### src/rtl/ntt_stage_ctrl.sv
// Stage sequencer for the in-place NTT: issues one read per row per stage and the matching
// write-back PIPE_LAT cycles later, holding off the next stage until the last write lands.
module ntt_stage_ctrl #(
   parameter int unsigned MA        = 16,
   parameter int unsigned STAGE_NUM = 8,
   parameter int unsigned PIPE_LAT  = 6,
   parameter int unsigned AW        = $clog2(MA),
   parameter int unsigned SW        = (STAGE_NUM > 1) ? $clog2(STAGE_NUM) : 1
) (
   input  logic          clk,
   input  logic          rst,
   input  logic          start,
   input  logic          hold,
   output logic          busy,
   output logic          done,
   output logic          rd_en,
   output logic [AW-1:0] rd_addr,
   output logic          wr_en,
   output logic [AW-1:0] wr_addr,
   output logic [SW-1:0] stage,
   output logic          tf_stage_start
);

   localparam logic [AW-1:0] RowLast   = AW'(MA - 1);
   localparam logic [SW-1:0] StageLast = SW'(STAGE_NUM - 1);

   typedef enum logic [1:0] {StIdle, StRd, StDrain, StFin} state_e;

   state_e        state_q, state_d;
   logic [AW-1:0] row_q, row_d;
   logic [SW-1:0] stage_q, stage_d;

   logic [PIPE_LAT-1:0] pvld_q;
   logic [AW-1:0]       paddr_q [PIPE_LAT];

   logic last_wr;

   // The stage's last write leaving the pipeline is what releases the next stage's reads.
   assign last_wr = pvld_q[PIPE_LAT-1] && (paddr_q[PIPE_LAT-1] == RowLast);

   always_comb begin
      state_d        = state_q;
      row_d          = row_q;
      stage_d        = stage_q;
      busy           = 1'b0;
      done           = 1'b0;
      rd_en          = 1'b0;
      rd_addr        = '0;
      tf_stage_start = 1'b0;
      unique case (state_q)
         StIdle: begin
            if (start) begin
               state_d = StRd;
               row_d   = '0;
               stage_d = '0;
            end
         end
         StRd: begin
            busy    = 1'b1;
            rd_addr = row_q;
            if (!hold) begin
               rd_en          = 1'b1;
               tf_stage_start = (row_q == '0);
               if (row_q == RowLast) begin
                  row_d   = '0;
                  state_d = StDrain;
               end else begin
                  row_d = row_q + 1'b1;
               end
            end
         end
         StDrain: begin
            busy = 1'b1;
            if (last_wr) begin
               if (stage_q == StageLast) begin
                  state_d = StFin;
               end else begin
                  stage_d = stage_q + 1'b1;
                  state_d = StRd;
               end
            end
         end
         StFin: begin
            busy    = 1'b1;
            done    = 1'b1;
            stage_d = '0;
            state_d = StIdle;
         end
         default: state_d = StIdle;
      endcase
   end

   assign wr_en   = pvld_q[PIPE_LAT-1];
   assign wr_addr = pvld_q[PIPE_LAT-1] ? paddr_q[PIPE_LAT-1] : '0;
   assign stage   = stage_q;

   always_ff @(posedge clk) begin
      if (rst) begin
         state_q <= StIdle;
         row_q   <= '0;
         stage_q <= '0;
         pvld_q  <= '0;
      end else begin
         state_q   <= state_d;
         row_q     <= row_d;
         stage_q   <= stage_d;
         pvld_q[0] <= rd_en;
         for (int unsigned i = 1; i < PIPE_LAT; i++) begin
            pvld_q[i] <= pvld_q[i-1];
         end
      end
   end

   // Addresses only matter alongside a valid bit, so they need no reset.
   always_ff @(posedge clk) begin
      paddr_q[0] <= rd_addr;
      for (int unsigned i = 1; i < PIPE_LAT; i++) begin
         paddr_q[i] <= paddr_q[i-1];
      end
   end

endmodule

### config.mk
export PLATFORM = sky130hd
export DESIGN_NAME = ntt_stage_ctrl
export DESIGN_NICKNAME = d
export VERILOG_FILES = /design/src/rtl/ntt_stage_ctrl.sv
export SDC_FILE = /design/constraint.sdc
export NUM_CORES = 1
export LEC_CHECK = 0
export ABC_CLOCK_PERIOD_IN_PS = 3400
export BUFFER_PORTS_ARGS = -buffer_cell sky130_fd_sc_hd__buf_2
export CORE_MARGIN = 2
export CORE_UTILIZATION = 40
export CTS_CLUSTER_DIAMETER = 40
export DETAILED_ROUTE_END_ITERATION = 12
export PLACE_DENSITY = 0.55
export SETUP_SLACK_MARGIN = 0.1
export SKIP_CTS_REPAIR_TIMING = 1
export SLEW_MARGIN = 5
export SYNTH_ARGS = -nofsm -noshare
export SYNTH_HDL_FRONTEND = slang
export SYNTH_SLANG_ARGS = --single-unit
export TNS_END_PERCENT = 5
### constraint.sdc
create_clock -name clk -period 3.4 [get_ports clk]
set_input_delay 0.68 -clock clk [delete_from_list [all_inputs] [get_ports clk]]
set_output_delay 0.68 -clock clk [all_outputs]
set_load 0.1 [all_outputs]
==> flow_summary.toml, run 1 <==
[finish]
final_common_cell = "dfxtp_1"
final_cell_mix = "39 x dfxtp_1, 19 x buf_2, 9 x ha_1"
final_nets = 160
fillers = 298
antenna_cells = 0
synthToLayoutAreaGrowth_pct = 16.85
drive_above_1_share_pct = 22.97

[power_and_ir_drop]
p_per_area_nw_per_um2 = 694.0
ir_drop_v = 0.0004194
seqPwrFrac_pct = 45.9
clockPowerShare_pct = 23.5
p_sw_share_pct = 37.94
combinationalPowerShare_pct = 30.6
power.static_leakage_nw = 0.6695
p_sw_w = 0.0004111
p_int_w = 0.0006725

[die]
pin_count = 20
rows = 20
fp.dieW_microns = 61.80
die_area_sq_um = 3819
fp.coreArea_sq_um = 3128
chipHeight_microns = 61.80
start_util_pct = 42.72

[logic_synthesis]
synth_area_leaders = "dfxtp_1 58%, ha_1 8.4%, and2_1 3.3%"
synth_nets = 136
synth_area_sq_um = 1336
synth-edff-count = 0
synth_top_area_share_pct = 58.43
yosys.area.top_type = "dfxtp_1"
synth_compound_area_share_pct = 9.457
yosysUniqueCellTypes = 33
synth_cells = 123
synth_xor_area_share_pct = 0
synth_warnings = 0
yosys.area_share.simple_pct = 21.16
ys_seq_area_share_pct = 58.43
synthArstFlopShare_pct = 0
synth_flop_cell = "dfxtp_1"
ys_ff_latch = 39
syn_avg_cell_area_sq_um = 10.86
muxShareOfSynthArea_pct = 0
yosys.area_share.adder_pct = 8.427
synth_top_family_by_area = "simple AND/OR/NAND/NOR gates"

[clocking]
cts_buffers = 5
clock-sinks = 39
cts_tree = "built"
clkTransAtPathRegs_ns = 0.12
cts.htree.levels = 2
cts_root_buffer = "clkbuf_4"
clk_path_buf_depth = 2
clock_latency_ns = 0.34

[timing]
whs_ns = 0.3397
setup_ws_ns = 0.5914
setup_viol = 0
fmax_ghz = 0.3560
fin_worst_skew_ns = 0.01065
drv_slew = 0
rsz0062_at_grt = "no"
period_share_pct = 82.61
final.setup.tns_ns = 0
relSlewSlack_pct = 67.82
post-route-min-period_ns = 2.809
worstMarginPinSlew_ns = 0.4861
finalHoldViolCount = 0

[worst_setup_path]
cp_max_fo = 13
ff2ff_setup_slack_ns = 1.59
worst_setup_path_start_kind = "flip-flop"
end_kind = "primary output"
rr_startpoint = "state_q[1]"
r2r_cells = 6
critPathLaunch = "state_q[1]"
timing.rr.end = "row_q[3]"
crit_type = "flip-flop to primary output"
critPathCapture = "tf_stage_start"
crit_arrival_ns = 2.13
required_ns = 2.72

[drt]
topRoutingLayerUsed = "met4"
drt_iter0_drc = 32
drcViolationCount = 0
drt_wl_total_microns = 2148
wl_met2_microns = 938
post_drt_wl_per_cell_microns = 11.19
num_vias = 890
met1Wirelength_microns = 1024
routed_via_density = 4.635
postRouteAntennaNets = 0
wl_met3_microns = 133
drtPass1Iterations = 4

[run_status]
status = "complete, no violations"

[global_routing]
grt_max_degree = 17
grt_pass1_wl_microns = 3539
grt-ovfl-total = 0
antenna_found_initial = 0
grt_pass1_vias = 786
gr-usage-all-layers_pct = 13.49

[hold_path]
hp-class = "flip-flop to flip-flop"

[flow_run]
maxCapViolations = 0

[placement]
pre_cts_ws_ns = 0.9370
dp_hpwl_microns = 1534
routabilityCongestion = 0.7905
io_buffers = 19
[logic make-up (layout without fill, tap and decap cells)]
group / after synthesis / in the layout
adders and majority gates: 9 / 9
and+or+nand+nor: 46 / 46
buffers and inverters: 9 / 34
AOI/OAI and AO/OA: 20 / 20
DFF: 39 / 39
[registers in the layout (all words and copies together), names as in the netlist]
name	cells
state_q	2
pvld_q	6
paddr_q	24
stage	3
row_q	4
[worst min path at each step]
stage	start	endpoint	slack [ns]	cells after the start
floorplan	paddr_q[0][0]	paddr_q[1][0]	0.31	0
global placement	paddr_q[1][3]	paddr_q[2][3]	0.31	0
detailed placement	paddr_q[2][2]	paddr_q[3][2]	0.31	0
CTS	paddr_q[2][2]	paddr_q[3][2]	0.34	0
global route	paddr_q[0][2]	paddr_q[1][2]	0.35	0
finish	paddr_q[1][3]	paddr_q[2][3]	0.34	0
[power by group through the flow]
| stage | Clock (W) | Sequential, W | Combinational [W] |
|---|---|---|---|
| 3_3_place_gp | 0 | 0.000507 | 0.000330 |
| 5_1_grt | 0.000287 | 0.000502 | 0.000363 |
| 2_1_floorplan | 0 | 0.000504 | 0.000277 |
| 3_5_place_dp | 0 | 0.000508 | 0.000330 |
| 6_report | 0.000255 | 0.000497 | 0.000332 |
| 4_1_cts | 0.000263 | 0.000497 | 0.000333 |
[per-layer routing]
metal	track usage, %	vias up
met4	8.207	0
li1	-	471
met1	16.01	392
met5	0	-
met3	6.418	4
met2	19.70	23
[per-stage QoR]
step | power (W) | instance area [sq um] | cells | utilization (%)
6_report | 0.001084 | 1562 | 192 | 49.92
5_1_grt | 0.001151 | 1562 | 192 | 49.92
4_1_cts | 0.001093 | 1562 | 192 | 49.92
3_5_place_dp | 0.0008383 | 1494 | 184 | 47.76
3_3_place_gp | 0.0008371 | 1494 | 184 | 47.76
2_1_floorplan | 0.0007812 | 1351 | 123 | -
[layout make-up]
class                           count  area, sq um  area share, %
Sequential cell                    39        780.7          50.00
Multi-Input combinational cell     75        536.8          34.37
Timing Repair Buffer               19        95.09          6.090
Tap cell                           44        55.05          3.526
Clock buffer                        6        51.30          3.285
Inverter                            7        26.28          1.683
Clock inverter                      2        16.27          1.042
[cell usage after synthesis (2+ instances only)]
cell / number
dfxtp_1: 39
ha_1: 9
a21oi_1: 7
and2_1: 7
inv_1: 7
nand2_1: 7
nor2b_1: 6
o21ai_0: 5
nand2b_1: 4
nand4_1: 3
nor2_1: 3
a31oi_1: 2
clkbuf_1: 2
nand3_1: 2
nand4b_1: 2
[worst max-delay path: stages, from the launching register on]
cell	delay (ns)
dfxtp_1	0.36
inv_1	0.10
ha_1	0.41
nand2b_1	0.20
nor4b_4	0.26
buf_2	0.45
Power figures use the tool's default switching activity.
==> run 2, diff against run 1 <==
Settings changed: ABC_CLOCK_PERIOD_IN_PS 3400 to 2450, PLACE_DENSITY 0.55 to 0.58.
Clock period 3.4 ns to 2.45 ns, I/O delays scaled along.
==> flow_summary.toml, run 2 (synthesis gave the netlist of run 1 again) <==
[timing]
setup_viol = 0
whs_ns = 0.3341
setup_ws_ns = 0.2522
final.setup.tns_ns = 0
finalHoldViolCount = 0
period_share_pct = 89.71
worstMarginPinSlew_ns = 0.4880
relSlewSlack_pct = 67.69
fmax_ghz = 0.4550
drv_slew = 0
rsz0062_at_grt = "no"
post-route-min-period_ns = 2.198
fin_worst_skew_ns = 0.009232

[drt]
postRouteAntennaNets = 0
drcViolationCount = 0
drt_iter0_drc = 24
routed_via_density = 4.713
post_drt_wl_per_cell_microns = 11.46
drtPass1Iterations = 4
num_vias = 919
drt_wl_total_microns = 2234

[finish]
drive_above_1_share_pct = 25.83
final_common_cell = "dfxtp_1"
multiInputGateArea_sq_um = 550.5
antenna_cells = 0
final_cell_mix = "39 x dfxtp_1, 18 x buf_2, 8 x ha_1"
regArea_sq_um = 780.7
synthToLayoutAreaGrowth_pct = 22.38
final_cell_area_sq_um = 1635
largest-register = "paddr_q"
final_nets = 163
largestRegisters = "paddr_q (24), pvld_q (6), row_q (4)"
largest_register_ffs = 24
fillers = 285

[worst_setup_path]
cp_cell_sequence = "inv_1 > ha_1 > inv_1 > buf_2"
crit_type = "flip-flop to primary output"
ff2ff_setup_slack_ns = 0.59
cp_slowest_cell = "dfxtp_1"
end_kind = "primary output"
timing.rr.end = "row_q[3]"
cp_max_fo = 5
crit_path_frequent_cell = "inv_1"
rr_startpoint = "state_q[0]"
critPathLaunch = "state_q[0]"
r2r_cells = 6
max_stage_delay_ns = 0.45
crit_arrival_ns = 1.71
cpLargestDelayFamily = "buffers and inverters"
crit_buf_inv = 3
required_ns = 1.96
worst_setup_path_start_kind = "flip-flop"

[power_and_ir_drop]
p_int_w = 0.001084
ir_drop_v = 0.0004718
p_per_area_nw_per_um2 = 1025
p_sw_w = 0.0005920
seqPwrFrac_pct = 41.5
power.static_leakage_nw = 0.7041
clockPowerShare_pct = 27.7
combinationalPowerShare_pct = 30.8
p_sw_share_pct = 35.33

[die]
chipHeight_microns = 61.80
die_area_sq_um = 3819
fp.coreArea_sq_um = 3128
pin_count = 20
rows = 20
start_util_pct = 42.72
fp.dieW_microns = 61.80

[placement]
routabilityCongestion = 0.8003
dp_hpwl_microns = 1554
io_buffers = 19
pre_cts_ws_ns = 0.3995
place_area_sq_um = 1510

[clocking]
cts.htree.levels = 2
clock-sinks = 39
cts_buffers = 5
cts_tree = "built"
clock_latency_ns = 0.35
clk_path_buf_depth = 2
cts_root_buffer = "clkbuf_4"
clkTransAtPathRegs_ns = 0.12

[global_routing]
antenna_found_initial = 0
grt_pass1_wl_microns = 3753
grt_max_degree = 17
gr-usage-all-layers_pct = 14.16
grt-ovfl-total = 0
grt_pass1_vias = 838

[hold_path]
worstHoldStart = "paddr_q[3][0]"
holdPathEnd = "paddr_q[4][0]"
hp-class = "flip-flop to flip-flop"
hold_depth = 0

[run_status]
status = "complete, no violations"

[flow_run]
maxCapViolations = 0
run 2: stage by stage:
step / util, % / power, W / cells
finish: 52.28 / 0.001676 / 195
global route: 52.28 / 0.001774 / 195
CTS: 51.16 / 0.001649 / 192
detailed placement: 48.28 / 0.001182 / 184
global placement: 48.28 / 0.001173 / 184
floorplan: - / 0.001085 / 123
run 2: power by group through the flow:
stage | clock, W | combinational (W) | sequential (W)
after floorplan | 0 | 0.000386 | 0.000699
after global placement | 0 | 0.000469 | 0.000704
after detailed placement | 0 | 0.000475 | 0.000707
after CTS | 0.000479 | 0.000478 | 0.000692
after global routing | 0.000509 | 0.000565 | 0.000700
final | 0.000464 | 0.000516 | 0.000695
run 2: area by class of cell:
type	count	share of cell area, %
multi-input combinational	75	33.66
clock inverter	2	2.372
clock buffer	6	3.137
sequential	39	47.74
tap	44	3.366
timing repair buffer	22	8.110
inverter	7	1.607
run 2: how the worst max path moves through the flow:
stage,depth (start not counted),end
after floorplan,5,tf_stage_start
after global placement,5,tf_stage_start
after detailed placement,5,tf_stage_start
after CTS,5,tf_stage_start
after global routing,5,tf_stage_start
final,4,busy
run 2: per-layer routing:
metal,up-vias,part of all wire (%),global-route usage [%]
met4,0,2.6,8.207
li1,475,-,-
met2,21,44,22.26
met3,6,5.1,5.590
met1,417,48,16.34
met5,-,0,0
